$ cat src/rtl/mini_alu_seq.sv
// Sequenced mini ALU: programs are loaded into an internal memory and run line by line against a register file.
// Optional feature macro: MINI_ALU_MUL_EN (opcode 111 = MUL; when undefined it flags ILLEGAL and skips the line).
module mini_alu_seq #(
  parameter int DATA_W    = 8,
  parameter int NUM_REGS  = 16,
  parameter int MAX_LINES = 16,
  parameter int RA_W      = $clog2(NUM_REGS),
  parameter int PA_W      = $clog2(MAX_LINES),
  parameter int LINE_W    = 3 + RA_W + 2 * (DATA_W + 1)
) (
  input  logic                       CLK,
  input  logic                       RESET,
  input  logic                       LOAD_VALID,
  input  logic [PA_W-1:0]            LOAD_ADDR,
  input  logic [LINE_W-1:0]          LOAD_DATA,
  input  logic [PA_W:0]              PROGRAM_LINES_COUNT,
  input  logic                       START,
  output logic                       BUSY,
  output logic                       DONE,
  output logic                       CARRY,
  output logic                       ZERO,
  output logic                       ILLEGAL,
  output logic [NUM_REGS*DATA_W-1:0] REGISTER_OUTPUT_DATA_BUS
);

  typedef enum logic [1:0] {
    ST_IDLE,
    ST_FETCH,
    ST_EXEC,
    ST_FIN
  } state_t;

  localparam logic [2:0]    OP_ADD = 3'b000;
  localparam logic [2:0]    OP_SUB = 3'b001;
  localparam logic [2:0]    OP_AND = 3'b010;
  localparam logic [2:0]    OP_OR  = 3'b011;
  localparam logic [2:0]    OP_XOR = 3'b100;
  localparam logic [2:0]    OP_SHL = 3'b101;
  localparam logic [2:0]    OP_SHR = 3'b110;
  localparam logic [PA_W:0] LP_MAX_LINES = (PA_W + 1)'(MAX_LINES);
  localparam logic [DATA_W:0] LP_DATA_W  = (DATA_W + 1)'(DATA_W);

  state_t              r_state;
  state_t              w_next_state;
  logic [PA_W-1:0]     r_pc;
  logic [PA_W:0]       r_cnt;
  logic [PA_W:0]       w_cnt_clip;
  logic [LINE_W-1:0]   r_mem [MAX_LINES];
  logic [LINE_W-1:0]   r_ir;
  logic [DATA_W-1:0]   r_regs [NUM_REGS];
  logic                r_carry;
  logic                r_zero;
  logic                r_illegal;

  logic [2:0]          w_opc;
  logic [RA_W-1:0]     w_dst;
  logic                w_aimm;
  logic                w_bimm;
  logic [DATA_W-1:0]   w_a;
  logic [DATA_W-1:0]   w_b;
  logic [DATA_W-1:0]   w_a_op;
  logic [DATA_W-1:0]   w_b_op;
  logic [DATA_W:0]     w_sum;
  logic [DATA_W:0]     w_diff;
  logic                w_shift_big;
  logic [DATA_W-1:0]   w_res;
  logic                w_wr;
  logic                w_carry_upd;
  logic                w_carry_new;
  logic                w_illegal_op;
  logic                w_last;
  logic                w_busy;

  assign {w_opc, w_dst, w_aimm, w_a, w_bimm, w_b} = r_ir;

  assign w_a_op      = w_aimm ? w_a : r_regs[w_a[RA_W-1:0]];
  assign w_b_op      = w_bimm ? w_b : r_regs[w_b[RA_W-1:0]];
  assign w_sum       = {1'b0, w_a_op} + {1'b0, w_b_op};
  assign w_diff      = {1'b0, w_a_op} - {1'b0, w_b_op};
  assign w_shift_big = ({1'b0, w_b_op} >= LP_DATA_W);
  assign w_cnt_clip  = (PROGRAM_LINES_COUNT > LP_MAX_LINES) ? LP_MAX_LINES : PROGRAM_LINES_COUNT;
  assign w_last      = ({1'b0, r_pc} == (r_cnt - 1'b1));
  assign w_busy      = (r_state == ST_FETCH) || (r_state == ST_EXEC);

  always_ff @(posedge CLK or posedge RESET) begin
    if (RESET) begin
      r_state <= ST_IDLE;
    end else begin
      r_state <= w_next_state;
    end
  end

  // NOTE: every output of a combinational block gets a default first, so no path can infer a latch.
  always_comb begin
    w_next_state = r_state;
    unique case (r_state)
      ST_IDLE:  if (START) w_next_state = (w_cnt_clip == '0) ? ST_FIN : ST_FETCH;
      ST_FETCH: w_next_state = ST_EXEC;
      ST_EXEC:  w_next_state = w_last ? ST_FIN : ST_FETCH;
      ST_FIN:   w_next_state = ST_IDLE;
      default:  w_next_state = ST_IDLE;
    endcase
  end

  always_comb begin
    w_res        = '0;
    w_wr         = 1'b1;
    w_carry_upd  = 1'b0;
    w_carry_new  = r_carry;
    w_illegal_op = 1'b0;
    unique case (w_opc)
      OP_ADD: begin
        w_res       = w_sum[DATA_W-1:0];
        w_carry_upd = 1'b1;
        w_carry_new = w_sum[DATA_W];
      end
      OP_SUB: begin
        w_res       = w_diff[DATA_W-1:0];
        w_carry_upd = 1'b1;
        w_carry_new = w_diff[DATA_W];
      end
      OP_AND:  w_res = w_a_op & w_b_op;
      OP_OR:   w_res = w_a_op | w_b_op;
      OP_XOR:  w_res = w_a_op ^ w_b_op;
      OP_SHL:  w_res = w_shift_big ? '0 : (w_a_op << w_b_op);
      OP_SHR:  w_res = w_shift_big ? '0 : (w_a_op >> w_b_op);
      default: begin
`ifdef MINI_ALU_MUL_EN
        w_res = w_a_op * w_b_op;
`else
        w_wr         = 1'b0;
        w_illegal_op = 1'b1;
`endif
      end
    endcase
  end

  // NOTE: program memory has no reset; it is plain storage and must be reloaded after RESET.
  always_ff @(posedge CLK) begin
    if (LOAD_VALID && !w_busy) begin
      r_mem[LOAD_ADDR] <= LOAD_DATA;
    end
  end

  // NOTE: all state here uses non-blocking assignments so every register samples pre-edge values.
  always_ff @(posedge CLK or posedge RESET) begin
    if (RESET) begin
      r_pc      <= '0;
      r_cnt     <= '0;
      r_ir      <= '0;
      r_carry   <= 1'b0;
      r_zero    <= 1'b0;
      r_illegal <= 1'b0;
      for (int i = 0; i < NUM_REGS; i++) r_regs[i] <= '0;
    end else begin
      unique case (r_state)
        ST_IDLE: begin
          if (START) begin
            r_cnt <= w_cnt_clip;
            r_pc  <= '0;
          end
        end
        ST_FETCH: r_ir <= r_mem[r_pc];
        ST_EXEC: begin
          if (w_wr) begin
            r_regs[w_dst] <= w_res;
            r_zero        <= (w_res == '0);
          end
          if (w_carry_upd)  r_carry   <= w_carry_new;
          if (w_illegal_op) r_illegal <= 1'b1;
          if (!w_last)      r_pc      <= r_pc + 1'b1;
        end
        default: ;
      endcase
    end
  end

  always_comb begin
    REGISTER_OUTPUT_DATA_BUS = '0;
    for (int i = 0; i < NUM_REGS; i++) begin
      REGISTER_OUTPUT_DATA_BUS[i*DATA_W +: DATA_W] = r_regs[i];
    end
  end

  assign BUSY    = w_busy;
  assign DONE    = (r_state == ST_FIN);
  assign CARRY   = r_carry;
  assign ZERO    = r_zero;
  assign ILLEGAL = r_illegal;

endmodule

$ cat config.mk
export PLATFORM = sky130hd
export DESIGN_NAME = mini_alu_seq
export DESIGN_NICKNAME = d
export VERILOG_FILES = /design/src/rtl/mini_alu_seq.sv
export SDC_FILE = /design/constraint.sdc
export NUM_CORES = 1
export LEC_CHECK = 0
export ABC_AREA = 1
export ABC_CLOCK_PERIOD_IN_PS = 9100
export BUFFER_PORTS_ARGS = -buffer_cell sky130_fd_sc_hd__buf_2
export CAP_MARGIN = 30
export CORE_MARGIN = 2
export CORE_UTILIZATION = 50
export DETAILED_ROUTE_END_ITERATION = 6
export PLACE_DENSITY = 0.68
export SYNTH_ARGS = -nofsm -noshare
export SYNTH_HDL_FRONTEND = slang
export SYNTH_SLANG_ARGS = --single-unit
$ cat constraint.sdc
create_clock -name CLK -period 9.1 [get_ports CLK]
set_input_delay 1.82 -clock CLK [delete_from_list [all_inputs] [get_ports CLK]]
set_output_delay 1.82 -clock CLK [all_outputs]
set_load 0.005 [all_outputs]
# Word-level counts from Yosys, hierarchy flattened
# Memory sizes are Yosys's and may differ from the RTL's. A register that Yosys moved wholly into a read port is not among the register bits.
# Index checks and enable logic that the tools add are counted.
# word_totals
reg_bits	142
mem_bits_rw	400
in_bits	38
elab_cells	98
n_memories	1
# classes
n_addsub	4
order_cmp	6
n_eq_ne	12
shift	2
n_mux	27
bitwise_logic	7
n_reduce_logical	17
# memory_table
memory	depth	word_bits	read_ports	rd_clocked_by_memory_dff	wr	line_no	rtl
r_mem	16	25	1	1	1	48	logic [LINE_W-1:0] r_mem [MAX_LINES];
# ops
operator	count
128-bit bitwise mux	1
8-bit two-way mux	9
8-bit binary-select mux with 4-bit select	2
8-bit one-hot mux with 7 select lines	1
8-bit demux with 4-bit select	1
5-bit >= comparator (second input constant)	3
4-bit inverter with 5-bit output	3
8-bit by 8-bit adder with 9-bit output	1
3-bit == test (second input constant)	3
8-bit by 8-bit subtractor with 9-bit output	1
8-bit bitwise AND	1
8-bit by 4-bit >= comparator with 1-bit output (second input constant)	1
8-bit logical NOT	1
4-bit two-way mux	2
8-bit OR	1
2-bit one-hot mux with 4 select lines	1
4-bit one-hot mux with 2 select lines	1
8-bit by 8-bit left shift with 8-bit output	1
8-bit by 8-bit >> shifter with 8-bit output	1
8-bit XOR	1
7-bit OR reduction	1
3-bit by 2-bit == test with 1-bit output (second input constant)	2
2-bit two-way mux	3
2-bit AND reduction	3
22 further kinds	30

# Logic depth before layout (Yosys ltp)
# Gate-level depths: netlist of the first run.
# logic_depth
depth_word	9
ltp_mapped	30

# Least setup slack after synthesis of the first run
# Ideal clock, no wire load.
# synth_path
path_kind	input-to-reg
startpoint	input port LOAD_VALID
endpoint	memory r_mem[0][0] (netlist bit), enable pin
arrival_time_ns	3.248
path_slack_ns	5.445
stages	4
n_path_buf	0
cell_sequence	inv_1 nor2_1 nand3_1 nor2_1
# synth_via
elab_chain_cells	3
# synth_rtl
element	line_no	rtl
start: declaration	13	input logic LOAD_VALID,
1-bit logical AND	140	if (LOAD_VALID && !w_busy) begin
1-bit two-way mux	140	
1-bit two-way mux (implied by the code)	141	r_mem[LOAD_ADDR] <= LOAD_DATA;
end: declaration	48	
# No other way between the ends.

# Worst setup path in the final report of the first run
# layout_path
startpoint	register r_ir[0] (read register of r_mem)
endpoint	register r_zero (netlist: ZERO)
# layout_via
elab_chain_cells	9
# layout_rtl
element	line_no	rtl
start: declaration	49	logic [LINE_W-1:0] r_ir;
4-bit inverter with 5-bit output (implied by the code)	77	assign w_b_op = w_bimm ? w_b : r_regs[w_b[RA_W-1:0]];
8-bit binary-select mux with 4-bit select	77	
8-bit two-way mux (implied by the code) (2 in a row)	77	
8-bit two-way mux *	77	
8-bit by 4-bit >= comparator with 1-bit output, or another cell as far along	80	assign w_shift_big = ({1'b0, w_b_op} >= LP_DATA_W);
8-bit two-way mux (on tied branches)	126, 125	
8-bit one-hot mux with 7 select lines *	111	unique case (w_opc)
8-bit logical NOT *	167	r_zero <= (w_res == '0);
end signal: assignment	167	
end: declaration	52	logic r_zero;
# Mark *: on every way between the ends. The rest lies on a longest branch, timed or not. The select of a mux whose other input is x is not followed.
# A chain may end at the register's enable or synchronous reset.

==> results of run 1 <==
layer usage:
| layer | vias to the layer above | global-route usage |
|---|---|---|
| met2 | 1135 | 0.494 |
| li1 | 9275 | - |
| met4 | 6 | 0.133 |
| met5 | - | 0 |
| met1 | 10161 | 0.411 |
| met3 | 215 | 0.0469 |
worst min-delay path by stage:
| stage | startpoint | to | slack (ps) | cells past startpoint |
|---|---|---|---|---|
| floorplan | ILLEGAL$_DFFE_PP0P_ | ILLEGAL$_DFFE_PP0P_ | 470 | 1 |
| global placement | ILLEGAL$_DFFE_PP0P_ | ILLEGAL$_DFFE_PP0P_ | 470 | 1 |
| CTS | ILLEGAL$_DFFE_PP0P_ | ILLEGAL$_DFFE_PP0P_ | 490 | 1 |
| global route | ILLEGAL$_DFFE_PP0P_ | ILLEGAL$_DFFE_PP0P_ | 510 | 1 |
| detailed placement | ILLEGAL$_DFFE_PP0P_ | ILLEGAL$_DFFE_PP0P_ | 470 | 1 |
| finish | ILLEGAL$_DFFE_PP0P_ | ILLEGAL$_DFFE_PP0P_ | 490 | 1 |
metrics by stage:
step	cells	hold slack [ps]	utilization	total power, mW	setup WS (ps)
after floorplan	2534	468	-	6.25	2760
after global placement	3259	469	0.531	7.70	3560
after detailed placement	3278	475	0.540	7.82	3480
after CTS	3386	490	0.576	10.1	3400
after global routing	3389	513	0.577	10.8	3310
final	3390	486	0.577	10.2	3720
cells in the final DEF, fill, tap and decap left out, drive strengths merged, types with 13 or more instances in the layout:
master  count
o221ai     83
clkinv     26
buf       226
edfxtp    400
o21ai     365
clkbuf     76
nand2     285
a22oi      13
a21oi     139
a31oi      44
dfrtp     167
nor2      467
o22ai      39
ha         31
nand3     148
inv       128
power by group:
group          internal, mW  switching [mW]
sequential             3.11           0.481
clock                  1.31            1.02
combinational          1.31            2.98
critical path, stage by stage, from the launching register on:
cell and delay (ps):
dfrtp_2 390, buf_4 250, inv_2 680, o21ai_0 170, o221ai_1 260, nand3b_1 210
nand3_2 380, ha_1 300, a21oi_1 90, o21ai_0 220, nand2_1 110, nand2_1 70
a21oi_1 70, nor2_1 130, nor2_1 60, nor2_1 90, nor2_1 60, xor2_1 140
nand2_1 60, o21ai_0 80, nor2_1 700, nand2_1 370, nor2_1 200, nand3_1 90
nand2_1 70
registers in the layout, summed over array words and instances (netlist names):
signal and flops:
CARRY 1, ILLEGAL 1, REGISTER_OUTPUT_DATA_BUS 128, r_pc 4
r_mem 400, r_ir 25, r_state 2, r_cnt 5
ZERO 1
cells by family (layout without fill, tap and decap cells):
| logic type | count (synthesis) | count (layout) | share of synthesized area |
|---|---|---|---|
| AOI/OAI and AO/OA | 710 | 710 | 0.159 |
| xor gates and xnor gates | 8 | 8 | 0.00272 |
| adders and majority gates | 33 | 33 | 0.0166 |
| buffers and inverters | 289 | 463 | 0.0461 |
| DFF | 567 | 567 | 0.628 |
| muxes | 6 | 6 | 0.00262 |
| other | 0 | 2 | 0 |
| and+or+nand+nor | 921 | 921 | 0.145 |
cell type report:
type	instances	area (µm²)
inverter	129	492
sequential	567	16200
fill	4302	21700
clock buffer	76	1540
timing repair buffer	226	1600
multi-input combinational	1678	8530
antenna	2	5.00
tap	680	851
clock inverter	32	325
==> summary.md, run 1 <==
| Metric | Value |
|---|---|
| Worst slew pin tran | 1080 ps |
| Period utilization | 0.591 |
| R2R setup slack | 3720 ps |
| Min Tclk post-route | 5380 ps |
| Met3 Wirelength | 6910 µm |
| Mapped Area | 0.0258 mm² |
| GR Overflow Total | 0 |
| IO buf count | 170 |
| CTS Root Cell | clkbuf_16 |
| Synthesized area per cell | 10.2 µm² |
| Post CTS Setup Buffer Count | 0 |
| Dpl cell area | 0.0276 mm² |
| Total Wirelength | 82400 µm |
| Crit end category | register |
| Req. time, crit path | 9650 ps |
| Uppermost layer routed | met5 |
| Worst R2R Path Depth | 24 |
| Slew Viols, Final | 0 |
| Crit path to | ZERO$_DFFE_PP0P_ |
| Layout cell share with drive strength beyond 1 | 0.136 |
| Count leader, synth | nor2_1 |
| Synth area leaders | edfxtp_1 47%, dfrtp_1 16%, o21ai_0 6.7% |
| GRT Overall Usage | 0.305 |
| Worst reg2reg path startpoint | r_ir[0]$_DFFE_PP0P_ |
| M1 wire length | 32700 µm |
| Routed Antenna Nets | 0 |
| Power per cell area | 346 mW/mm² |
| Layout area overhead | 14.6% |
| TNS Setup | 0 ps |
| Post-synth EDFFs | 400 |
| Via count | 20.8k |
| RSZ-0062 raised after global routing | false |
| Violated checks | design-rule violations |
| CP Launch Point | r_ir[0]$_DFFE_PP0P_ |
| First-pass GRT wire length | 122000 µm |
| Met2 routed WL | 39100 µm |
| Cell accounting for the most synthesized area | edfxtp_1 |
| Initial Util | 0.504 |
| Pre-antenna DRT Iters | 7 |
| Worst VDD drop | 182 µV |
| Synth Register Bits | 567 |
| Maxcap violations | 0 |
| Maximum clock rate | 0.186 GHz |
| Count of final setup violators | 0 |
| Worst-path clk slew | 60 ps |
| Final Skew | 47.8 ps |
| Chip width | 231 µm |
| Largest net degree at the start of global routing | 190 |
| Pleak | 11.3 nW |
| Sequential fraction of the synthesis area | 0.628 |
| Outcome | finished, violations left |
| CTS tree | done |
| Crit path arrival time | 5920 ps |
| FF-to-FF End | ZERO$_DFFE_PP0P_ |
| Asr flop ratio synth | 0.295 |
| GPL Wtd Cong | 1.01 |
| DP HPWL | 53700 µm |
| Drc violations | 4 |
| Skew-Pair Late Insertion Delay | 650 ps |
| Ys flop type | edfxtp_1 |
| Die Area | 0.0534 mm² |
| HP Class | reg2reg |
| Worst-path fanout max | 46 |
| Hold Vio Cnt, Final | 0 |
| Top Ports | 171 |
| Via density | 6.13 |
| Core ar. | 0.0512 mm² |
| Initial antenna violation count | 7 |
| Worst setup SP type | register |
| Nets | 2730 |
| Die Ht | 231 µm |
| H-tree depth | 2 |
| Syn Nets | 2605 |
| Synth cell count leaders | 461 x nor2_1, 400 x edfxtp_1, 347 x o21ai_0 |
| Clk buf depth | 3 |
| 1st-iter DRT viols | 2581 |
| Worst slew margin | 0.276 |
| Vias in the first global route | 19.5k |
| Yosys top cell area share | 0.466 |
| Post-DR wirelength/cell | 24.3 µm |
| Post-synthesis cell count | 2534 |
| # hold bufs at CTS | 0 |
| Post-CTS sizing | 0 |
| Crit Path Category | reg2reg |
| Num CTS Buffers | 57 |
| Sink Count | 567 |
| Synth unique cells | 49 |
| Rows | 83 |
| Synthesis Warnings | 0 |
| Non-Filler Cell Area, Final | 0.0295 mm² |
(Power assumes the default switching activity.)
==> run 2, diff against run 1 <==
--- a/config.mk
+++ b/config.mk
@@ -6,7 +6,7 @@
 export NUM_CORES = 1
 export LEC_CHECK = 0
 export ABC_AREA = 1
-export ABC_CLOCK_PERIOD_IN_PS = 9100
+export ABC_CLOCK_PERIOD_IN_PS = 5100
 export BUFFER_PORTS_ARGS = -buffer_cell sky130_fd_sc_hd__buf_2
 export CAP_MARGIN = 30
 export CORE_MARGIN = 2
==> constraint.sdc (replaced) <==
create_clock -name CLK -period 5.1 [get_ports CLK]
set_input_delay 1.02 -clock CLK [delete_from_list [all_inputs] [get_ports CLK]]
set_output_delay 1.02 -clock CLK [all_outputs]
set_load 0.005 [all_outputs]
==> run 2 against run 1 <==
  * The flow now finishes without violations
  * Non-clock buffer count up 23
  * Clock-buffer cell count unchanged
  * Utilization up 0.54 points
  * Hold slack worse by 1.6 ps
  * Critical path depth down 5
  * Largest cell class unchanged
==> summary.md, run 2 (same netlist as run 1, synthesis figures left out) <==
| Metric | Value |
|---|---|
| Nets | 2753 |
| R2R setup slack | 620 ps |
| GRT Overall Usage | 0.321 |
| Min Tclk post-route | 4480 ps |
| Post-DR wirelength/cell | 25.4 µm |
| First-pass GRT wire length | 127000 µm |
| Dpl cell area | 0.0279 mm² |
| Power per cell area | 630 mW/mm² |
| Initial Util | 0.504 |
| CTS tree | done |
| Post-CTS sizing | 0 |
| Crit end category | register |
| Num CTS Buffers | 57 |
| Layout fillers | 4263 |
| Leading cell type in the layout, fill and taps excluded | nor2_1 |
| Worst R2R Path Depth | 19 |
| CTS Root Cell | clkbuf_16 |
| Drc violations | 0 |
| Routed Antenna Nets | 0 |
| # hold bufs at CTS | 0 |
| Total Wirelength | 86600 µm |
| Largest net degree at the start of global routing | 204 |
| Layout cell share with drive strength beyond 1 | 0.144 |
| Fin worst setup slack | 617 ps |
| Worst VDD drop | 417 µV |
| Worst slew pin tran | 1100 ps |
| Crit path arrival time | 4960 ps |
| GR Overflow Total | 0 |
| Via density | 6.13 |
| Crit Path Category | reg2reg |
| Max reg flops | 400 |
| Initial antenna violation count | 4 |
| Die Area | 0.0534 mm² |
| Maximum clock rate | 0.223 GHz |
| Fin util | 0.582 |
| TNS Setup | 0 ps |
| Layout area overhead | 15.6% |
| Worst slew margin | 0.265 |
| Chip width | 231 µm |
| Sink Count | 567 |
| H-tree depth | 2 |
| RSZ-0062 raised after global routing | false |
| Clk buf depth | 3 |
| Hold Vio Cnt, Final | 0 |
| Worst setup SP type | register |
| Vias in the first global route | 19.4k |
| Rows | 83 |
| Worst-path clk slew | 70 ps |
| Count of final setup violators | 0 |
| 1st-iter DRT viols | 2515 |
| Maxcap violations | 0 |
| Skew-Pair Late Insertion Delay | 630 ps |
| Core ar. | 0.0512 mm² |
| Outcome | finished clean |
| Req. time, crit path | 5580 ps |
| Top Ports | 171 |
| Die Ht | 231 µm |
| Top reg by flops | r_mem |
| HP Class | reg2reg |
| Non-Filler Cell Area, Final | 0.0298 mm² |
| Period utilization | 0.879 |
| Pre-antenna DRT Iters | 6 |
| Via count | 20.9k |
| Post-place setup slack | 666 ps |
| IO buf count | 170 |
| Pleak | 11.4 nW |
| Slew Viols, Final | 0 |
| Final Skew | 16.3 ps |
| Worst-path fanout max | 52 |
| Worst Hold Path Cells | 1 |
| GPL Wtd Cong | 0.988 |
| Most frequent cells in the layout | 445 x nor2_1, 400 x edfxtp_1, 347 x o21ai_0, 279 x nand2_1, 171 x buf_2 |
| DP HPWL | 58600 µm |
| Post CTS Setup Buffer Count | 0 |
==> run 2: cell types whose count changed in the layout (fill, tap and decap cells not counted), moves of 2 or more <==
cell,previous run,this run
bufinv_16,4,6
clkinvlp_4,3,5
buf_6,1,4
clkinv_2,15,11
buf_12,8,11
clkbuf_1,15,11
clkinv_1,8,10
inv_6,2,0
clkbuf_8,4,7
buf_4,35,53
==> run 2: cell type report <==
| type | count | area, µm² | area share |
|---|---|---|---|
| Timing Repair Buffer | 249 | 1790 | 0.0602 |
| Clock inverter | 32 | 364 | 0.0122 |
| Inverter | 129 | 490 | 0.0164 |
| Tap cell | 680 | 851 | 0.0285 |
| Sequential cell | 567 | 16200 | 0.543 |
| Clock buffer | 76 | 1590 | 0.0533 |
| Multi-Input combinational cell | 1678 | 8530 | 0.286 |
| Antenna cell | 2 | 5.00 | 0.000168 |
==> run 2: final timing paths <==
kind / start / to
setup reg to reg: r_ir[0]$_DFFE_PP0P_ / REGISTER_OUTPUT_DATA_BUS[69]$_DFFE_PP0P_
hold reg to reg: ILLEGAL$_DFFE_PP0P_ / ILLEGAL$_DFFE_PP0P_
hold / removal: ILLEGAL$_DFFE_PP0P_ / ILLEGAL$_DFFE_PP0P_
setup / recovery: r_ir[0]$_DFFE_PP0P_ / REGISTER_OUTPUT_DATA_BUS[69]$_DFFE_PP0P_
max in group asynchronous: RESET / REGISTER_OUTPUT_DATA_BUS[124]$_DFFE_PP0P_
min in group asynchronous: RESET / REGISTER_OUTPUT_DATA_BUS[85]$_DFFE_PP0P_
==> run 2: metrics by stage <==
| step | power, mW | cells | hold WS (ps) |
|---|---|---|---|
| 2_1_floorplan | 11.2 | 2534 | 468 |
| 3_3_place_gp | 14.3 | 3280 | 461 |
| 3_5_place_dp | 14.4 | 3303 | 467 |
| 4_1_cts | 18.7 | 3411 | 488 |
| 5_1_grt | 19.9 | 3412 | 513 |
| 6_report | 18.8 | 3413 | 485 |
==> run 2: metal layers <==
layer  share of wire  global-route usage  vias to the layer above  wire, µm
met4           0.038               0.123                        4      3300
met3           0.076              0.0424                      200      6620
met2            0.48               0.532                     1087     41700
met1            0.40               0.431                    10302     34900
li1                -                   -                     9313         -
met5         0.00032                   0                        -        28
==> run 2: power breakdown <==
part / total (mW) / internal (mW) / leakage [nW] / switching [mW]
Clock: 4.30 / 2.50 / 0.946 / 1.80
Combinational: 8.05 / 2.50 / 4.87 / 5.56
Sequential: 6.43 / 5.55 / 5.63 / 0.879
==> run 2: critical path, cell delays in order (launching register included) <==
cell and delay (ps):
dfrtp_2 580, buf_4 510, a21oi_1 130, o21ai_0 80
o21ai_1 80, o221ai_1 200, nand2_1 280, ha_1 470
inv_1 100, o21ai_0 220, nand2_1 100, nand2_1 70
a21oi_1 70, nor2_1 130, nor2_1 50, nand2_1 60
o2111ai_1 160, a21oi_2 660, buf_4 290, a21oi_1 70
